File: config.mk
export PLATFORM = sky130hd
export DESIGN_NAME = board_input_conditioner_flat
export DESIGN_NICKNAME = d
export VERILOG_FILES = /design/src/rtl/board_input_conditioner_pkg.sv /design/src/rtl/board_input_conditioner_if.sv /design/src/rtl/board_input_conditioner_channel.sv /design/src/rtl/board_input_conditioner.sv /design/src/flat_wrapper.sv
export SDC_FILE = /design/constraint.sdc
export NUM_CORES = 1
export LEC_CHECK = 0
export BUFFER_PORTS_ARGS = -buffer_cell sky130_fd_sc_hd__buf_2
export CAP_MARGIN = 20
export CELL_PAD_IN_SITES_DETAIL_PLACEMENT = 0
export CELL_PAD_IN_SITES_GLOBAL_PLACEMENT = 2
export CORE_MARGIN = 2
export CORE_UTILIZATION = 35
export CTS_CLUSTER_SIZE = 30
export DETAILED_ROUTE_END_ITERATION = 10
export PLACE_DENSITY_LB_ADDON = 0.1
export SYNTH_ARGS = -nofsm -noshare
export SYNTH_HDL_FRONTEND = slang
export SYNTH_SLANG_ARGS = --single-unit
File: constraint.sdc
create_clock -name clock -period 4 [get_ports clock]
set_input_delay 0.6 -clock clock [delete_from_list [all_inputs] [get_ports clock]]
set_output_delay 0.6 -clock clock [all_outputs]
set_load 0.01 [all_outputs]
File: src/rtl/board_input_conditioner_pkg.sv
// board_io_pkg: shared constants and helpers for the board input conditioner.
//   cnt_width(n)         - counter width able to hold 0..n-1, never below 1 bit
//   DEFAULT_RESET_CYCLES - default length of the stretched power-up/request reset
package board_io_pkg;

    localparam int unsigned DEFAULT_RESET_CYCLES = 16;

    function automatic int unsigned cnt_width(input int unsigned n);
        return (n <= 2) ? 1 : $clog2(n);
    endfunction

endpackage

File: src/rtl/board_input_conditioner_if.sv
// board_input_conditioner_if: pin-side and core-side signals of the conditioner.
//   raw_in    - asynchronous pin levels (NUM_INPUTS)
//   sys_reset - stretched active-high reset for downstream logic
//   level     - debounced active-high input state (NUM_INPUTS)
//   rise/fall - one-cycle edge pulses of level (NUM_INPUTS)
// master: board/core side (drives pins, observes conditioned outputs)
// slave : conditioner side
interface board_input_conditioner_if #(
    parameter int unsigned NUM_INPUTS = 1
);
    logic [NUM_INPUTS-1:0] raw_in;
    logic                  sys_reset;
    logic [NUM_INPUTS-1:0] level;
    logic [NUM_INPUTS-1:0] rise;
    logic [NUM_INPUTS-1:0] fall;

    modport master (
        output raw_in,
        input  sys_reset,
        input  level,
        input  rise,
        input  fall
    );

    modport slave (
        input  raw_in,
        output sys_reset,
        output level,
        output rise,
        output fall
    );
endinterface

File: src/rtl/board_input_conditioner_channel.sv
// input_conditioner_channel: one input bit - synchroniser, polarity correction,
// debounce and edge detection.
//   clock   - sole clock
//   clear_i - synchronous clear (external reset or stretched reset active)
//   pin_i   - asynchronous pin level
//   level_o - debounced active-high state
//   rise_o  - one-cycle pulse on level 0->1
//   fall_o  - one-cycle pulse on level 1->0
module input_conditioner_channel
    import board_io_pkg::*;
#(
    parameter int unsigned SYNC_STAGES     = 3,
    parameter bit          ACTIVE_LOW      = 1'b1,
    parameter int unsigned DEBOUNCE_CYCLES = 1
) (
    input  logic clock,
    input  logic clear_i,
    input  logic pin_i,
    output logic level_o,
    output logic rise_o,
    output logic fall_o
);
    localparam int unsigned   CW       = cnt_width(DEBOUNCE_CYCLES);
    localparam logic [CW-1:0] CNT_LAST = CW'(DEBOUNCE_CYCLES - 1);

    logic [SYNC_STAGES-1:0] sync_q, sync_d;
    logic [CW-1:0]          cnt_q, cnt_d;
    logic                   level_q, level_d;
    logic                   rise_q, rise_d;
    logic                   fall_q, fall_d;
    logic                   synced;

    assign synced = sync_q[SYNC_STAGES-1] ^ ACTIVE_LOW;

    always_comb begin
        sync_d  = {sync_q[SYNC_STAGES-2:0], pin_i};
        cnt_d   = cnt_q;
        level_d = level_q;
        rise_d  = 1'b0;
        fall_d  = 1'b0;
        if (synced == level_q) begin
            // Any return to the accepted level, however brief, restarts the count.
            cnt_d = '0;
        end else if (cnt_q == CNT_LAST) begin
            level_d = synced;
            cnt_d   = '0;
            rise_d  = synced;
            fall_d  = ~synced;
        end else begin
            cnt_d = cnt_q + 1'b1;
        end
    end

    always_ff @(posedge clock) begin
        if (clear_i) begin
            // Sync chain parks at the inactive pin level so release produces no edge
            // unless the pin is actually active.
            sync_q  <= {SYNC_STAGES{ACTIVE_LOW}};
            cnt_q   <= '0;
            level_q <= 1'b0;
            rise_q  <= 1'b0;
            fall_q  <= 1'b0;
        end else begin
            sync_q  <= sync_d;
            cnt_q   <= cnt_d;
            level_q <= level_d;
            rise_q  <= rise_d;
            fall_q  <= fall_d;
        end
    end

    assign level_o = level_q;
    assign rise_o  = rise_q;
    assign fall_o  = fall_q;
endmodule

File: src/rtl/board_input_conditioner.sv
// board_input_conditioner: stretched system reset plus NUM_INPUTS conditioned inputs.
//   clock - sole clock
//   reset - synchronous active-high request for a new reset sequence
//   io    - slave side of board_input_conditioner_if
//           (raw_in in; sys_reset, level, rise, fall out)
module board_input_conditioner
    import board_io_pkg::*;
#(
    parameter int unsigned           NUM_INPUTS      = 1,
    parameter int unsigned           SYNC_STAGES     = 3,
    parameter logic [NUM_INPUTS-1:0] ACTIVE_LOW_MASK = '1,
    parameter int unsigned           DEBOUNCE_CYCLES = 1,
    parameter int unsigned           RESET_CYCLES    = DEFAULT_RESET_CYCLES
) (
    input  logic                      clock,
    input  logic                      reset,
    board_input_conditioner_if.slave  io
);
    localparam int unsigned    RCW      = $clog2(RESET_CYCLES + 1);
    localparam logic [RCW-1:0] RST_LOAD = RCW'(RESET_CYCLES);

    // Power-up value comes from the register initialiser: there is no reset
    // pin to rely on before the stretcher itself has run.
    logic [RCW-1:0]        rst_cnt_q = RST_LOAD;
    logic [RCW-1:0]        rst_cnt_d;
    logic                  sys_reset;
    logic                  clear;
    logic [NUM_INPUTS-1:0] level_w, rise_w, fall_w;

    always_comb begin
        rst_cnt_d = rst_cnt_q;
        if (reset) begin
            rst_cnt_d = RST_LOAD;
        end else if (rst_cnt_q != '0) begin
            rst_cnt_d = rst_cnt_q - 1'b1;
        end
    end

    always_ff @(posedge clock) begin
        rst_cnt_q <= rst_cnt_d;
    end

    assign sys_reset = (rst_cnt_q != '0);
    assign clear     = reset | sys_reset;

    for (genvar i = 0; i < NUM_INPUTS; i++) begin : g_chan
        input_conditioner_channel #(
            .SYNC_STAGES     (SYNC_STAGES),
            .ACTIVE_LOW      (ACTIVE_LOW_MASK[i]),
            .DEBOUNCE_CYCLES (DEBOUNCE_CYCLES)
        ) u_chan (
            .clock   (clock),
            .clear_i (clear),
            .pin_i   (io.raw_in[i]),
            .level_o (level_w[i]),
            .rise_o  (rise_w[i]),
            .fall_o  (fall_w[i])
        );
    end

    assign io.sys_reset = sys_reset;
    assign io.level     = level_w;
    assign io.rise      = rise_w;
    assign io.fall      = fall_w;
endmodule

File: src/flat_wrapper.sv
// flat-port wrapper written by rule: the top's interface ports become plain ports
module board_input_conditioner_flat import board_io_pkg::*;
#(
    parameter int unsigned           NUM_INPUTS      = 1,
    parameter int unsigned           SYNC_STAGES     = 3,
    parameter logic [NUM_INPUTS-1:0] ACTIVE_LOW_MASK = '1,
    parameter int unsigned           DEBOUNCE_CYCLES = 1,
    parameter int unsigned           RESET_CYCLES    = DEFAULT_RESET_CYCLES
)
  (clock, reset, io_raw_in, io_sys_reset, io_level, io_rise, io_fall);
  board_input_conditioner_if #(.NUM_INPUTS(NUM_INPUTS)) io_i ();
  input  logic clock;
  input  logic reset;
  input wire logic [$bits(io_i.raw_in)-1:0] io_raw_in;
  output wire logic [$bits(io_i.sys_reset)-1:0] io_sys_reset;
  output wire logic [$bits(io_i.level)-1:0] io_level;
  output wire logic [$bits(io_i.rise)-1:0] io_rise;
  output wire logic [$bits(io_i.fall)-1:0] io_fall;
  assign io_i.raw_in = io_raw_in;
  assign io_sys_reset = io_i.sys_reset;
  assign io_level = io_i.level;
  assign io_rise = io_i.rise;
  assign io_fall = io_i.fall;
  board_input_conditioner #(.NUM_INPUTS(NUM_INPUTS), .SYNC_STAGES(SYNC_STAGES), .ACTIVE_LOW_MASK(ACTIVE_LOW_MASK), .DEBOUNCE_CYCLES(DEBOUNCE_CYCLES), .RESET_CYCLES(RESET_CYCLES)) u_core (.clock(clock), .reset(reset), .io(io_i));
endmodule
# ---- Word level (Yosys, flattened, before mapping)
# Cells that the tools add are included.
dict set report word_totals {
  register_bits 12
  in_bits 3
  output_inout_bits 4
  word_cells 17
}
dict set report op_classes {
  n_addsub 2
  eq_ne 1
  bitwise 4
  n_reduce_logical 4
}
# cell count
set ops {}
lappend ops {{3-bit OR reduction} 2}
lappend ops {{5-bit nonzero test} 1}
lappend ops {{5-bit by 1-bit subtractor with 5-bit output, second input constant} 1}
lappend ops {{1-bit inverter} 3}
lappend ops {{2-bit AND reduction} 1}
lappend ops {{1-bit adder, second input constant} 1}
lappend ops {{1-bit equality test} 1}
lappend ops {{1-bit bitwise OR} 1}

# ---- Longest topological paths before layout
dict set report depth {
  word_depth 4
  ltp_mapped 5
  depth_no_buf 5
}

# ---- Modules after synthesis
# Synthesis repeated with hierarchy kept, for this count alone.
dict set report hier_totals {
  cells_unflattened 45
  area_unflattened_um2 495.5
}
# module instances cells_per_inst area_per_inst_um2 seq_area_each_um2
set modules_own_cells {}
lappend modules_own_cells {board_input_conditioner 1 28 299.0 100.1}
lappend modules_own_cells {input_conditioner_channel 1 17 196.4 140.1}

# ---- Least setup slack after synthesis
# OpenSTA, ideal clock, no wires.
dict set report synth_path {
  path_type {reg-to-output}
  from {register u_core.rst_cnt_q[0]}
  to {output port io_sys_reset}
  arrival_time_ns 0.953
  t_required_ns 3.400
  path_slack_ns 2.447
  stages_incl_launch_ff 5
  n_path_buf 0
  path_cell_list {dfxtp_1 > inv_1 > ha_1 > nor4b_4 > inv_2}
}
dict set report synth_via {
  elab_chain_cells 1
}
# element line
set synth_lines {}
lappend synth_lines {{from (decl)} board_input_conditioner.sv:24} ;# logic [RCW-1:0] rst_cnt_q = RST_LOAD;
lappend synth_lines {{from (signal assigned)} board_input_conditioner.sv:40} ;# rst_cnt_q <= rst_cnt_d;
lappend synth_lines {{5-bit nonzero test} board_input_conditioner.sv:43} ;# assign sys_reset = (rst_cnt_q != '0);
lappend synth_lines {{to (decl)} flat_wrapper.sv:15} ;# output wire logic [$bits(io_i.sys_reset)-1:0] io_sys_reset;
# Every way passes these cells.

# ---- Worst setup path in the final report
# Same ends and word-level chain as after synthesis.

==> out/metrics.csv <==
metric,value,unit
mean post-synth cell area,10.6,um^2
DP HPWL,576,um
die area,0.00167,mm^2
vias in the first global route,308,
Final #Nets,60,
share of cells above drive strength 1,29.6,%
clock skew,0.00453,ns
"Hold-fix buffers, CTS",0,
post-route design area,558,um^2
Crit Path Max Fanout,7,
static leakage,0.223,nW
grt ovf,0,
Syn Inst Count,45,
I/O pin cnt,7,
placed cell areas,522,um^2
setup ws final,1.86,ns
share of the synthesized area in the top cell type,50.4,%
max-slew violations,0,
core area,0.00128,mm^2
final setup vio count,0,
WP data arrival,1.54,ns
Vias,348,
root buf cell,clkbuf_4,
Post-CTS Setup Inserts,0,
post_cts resized,0,
"most common cell after layout, fill and taps aside",dfxtp_1,
Worst setup SP type,flip-flop,
WP data required,3.40,ns
Starting Density,37.1,%
Vias/cell,5.04,
"Net Count, Synth",50,
routed length per instance,11.4,um
Hold Worst Slack,0.410,ns
area delta synth->final,17.1,%
H-tree Lvls,1,
Syn Std Cell Area,477,um^2
largest net degree at the start of global routing,15,
CTS Buf Count,3,
Setup Total Neg Slack,0,ns
status,"finished, final reports clean",
TritonCTS clock tree,built,
most frequent cells in the layout,"dfxtp_1 (12), buf_2 (6), nor2_1 (4)",
RSZ-0062 raised after global routing,false,
DR pass1 iterations,4,
Rows,13,
DR iter-0 viols,4,
fmax,467,MHz
GR Util All Layers,13.1,%
Final Instance Count excl. Fillers,69,
leading area contributor after synthesis,dfxtp_1,
clock period minus worst slack,2.14,ns
maximum VDD drop,330,uV
Critical Path Sink Type,output pin,
drt total wl,784,um
clock latency on the worst-skew pair,0.27,ns
PwrDens,657,mW/mm^2
Antenna Nets Post-Route,0,
port buffer count,6,
Fin. Hold Viols,0,
"flops & latches, synth",12,
first-pass GRT wire length,1330,um
dpl cells,65,
YS warnings,0,
dpl ws,2.14,ns
crit path kind,reg2out,
max-cap viol count,0,
antenna violations before repair,0,
period utilisation layout,53.5,%
Hold Crit Class,reg2reg,
Remaining DRCs,0,
Netlist cell types,23,
clock sink count,12,
Longest Clk Path Bufs,2,
CTS clock-pin slew for the worst setup and hold paths,0.08,ns
Chip Width,40.9,um
sequential fraction of the synthesis area,50.4,%
global placer's final weighted congestion,0.614,
Die Ht,40.9,um
Synth area leaders,"dfxtp_1 (50%), ha_1 (5.2%), nor4b_4 (5.0%), mux2_2 (4.7%), or3_1 (3.9%)",
Antenna diodes,0,
-- layer usage --
layer	wire length (um)	track usage [%]	share of wire, %	vias up
li1	-	-	-	174
met1	382	16.3	49	164
met2	368	18.0	47	10
met3	33	4.89	4.2	0
met4	0	10.0	0	0
met5	0	0	0	-
-- worst paths after layout --
check | startpoint | cells after the start | slack [ns] | end
worst max-delay path | u_core.rst_cnt_q[0] | 5 | 1.86 | io_sys_reset
worst min-delay path | u_core.g_chan[0].u_chan.sync_q[1] | 1 | 0.41 | u_core.g_chan[0].u_chan.sync_q[2]
worst max register to register | u_core.rst_cnt_q[0] | 5 | 2.45 | u_core.g_chan[0].u_chan.rise_o
worst min register to register | u_core.g_chan[0].u_chan.sync_q[1] | 1 | 0.41 | u_core.g_chan[0].u_chan.sync_q[2]
-- power breakdown --
group	switching (mW)	leakage, nW	total [mW]	internal, mW
Sequential	0.0282	0.0986	0.171	0.143
Clock	0.0394	0.0210	0.0947	0.0553
Combinational	0.0454	0.103	0.101	0.0555
Total	0.113	0.223	0.366	0.253
-- metrics by stage --
step	util (%)	power [mW]
after CTS	43.4	0.370
after global placement	40.6	0.264
final	43.4	0.366
after global routing	43.4	0.393
after detailed placement	40.6	0.274
after floorplan	-	0.250
-- registers in the layout (all words and copies together), names as in the netlist --
register,cells
u_core.g_chan.u_chan.fall_o,1
u_core.g_chan.u_chan.cnt_q,1
u_core.g_chan.u_chan.level_o,1
u_core.g_chan.u_chan.sync_q,3
u_core.g_chan.u_chan.rise_o,1
u_core.rst_cnt_q,5
-- area by class of cell --
class | instances | area [um^2]
Tap cell | 15 | 18.8
Fill cell | 128 | 727
Multi-Input combinational cell | 29 | 221
Timing Repair Buffer | 6 | 30.0
Clock buffer | 4 | 36.3
Sequential cell | 12 | 240
Inverter | 3 | 11.3
-- synth_stat cells --
cell type and count:
dfxtp_1 12, nor2_1 4, or3_1 3, a211oi_1 2, ha_1 2, inv_1 2
mux2_2 2, nand2_1 2, nor2b_1 2, clkbuf_1 1, conb_1 1, inv_2 1
mux2i_1 1, nor3_1 1, nor3b_1 1, nor4_1 1, nor4b_1 1, nor4b_4 1
o21ba_2 1, o31ai_1 1, or2_2 1, or4_1 1, xnor2_1 1
-- kinds of logic (layout without fill, tap and decap cells) --
logic type                 after synthesis  in the layout  share of synthesized area, %
xor gates and xnor gates                 1              1                          1.84
other                                    1              1                         0.787
muxes                                    3              3                          6.82
and+or+nand+nor                         18             18                          24.9
adders and majority gates                2              2                          5.25
AOI/OAI and AO/OA                        4              4                          6.82
DFF                                     12             12                          50.4
buffers and inverters                    4             13                          3.15
-- critical path, stage by stage, from the launching register on --
cell and delay (ns):
dfxtp_1 0.34, inv_1 0.09, ha_1 0.18, nor4b_4 0.37, inv_2 0.13, buf_2 0.16
Note: power is estimated with default switching activity, not from simulation.
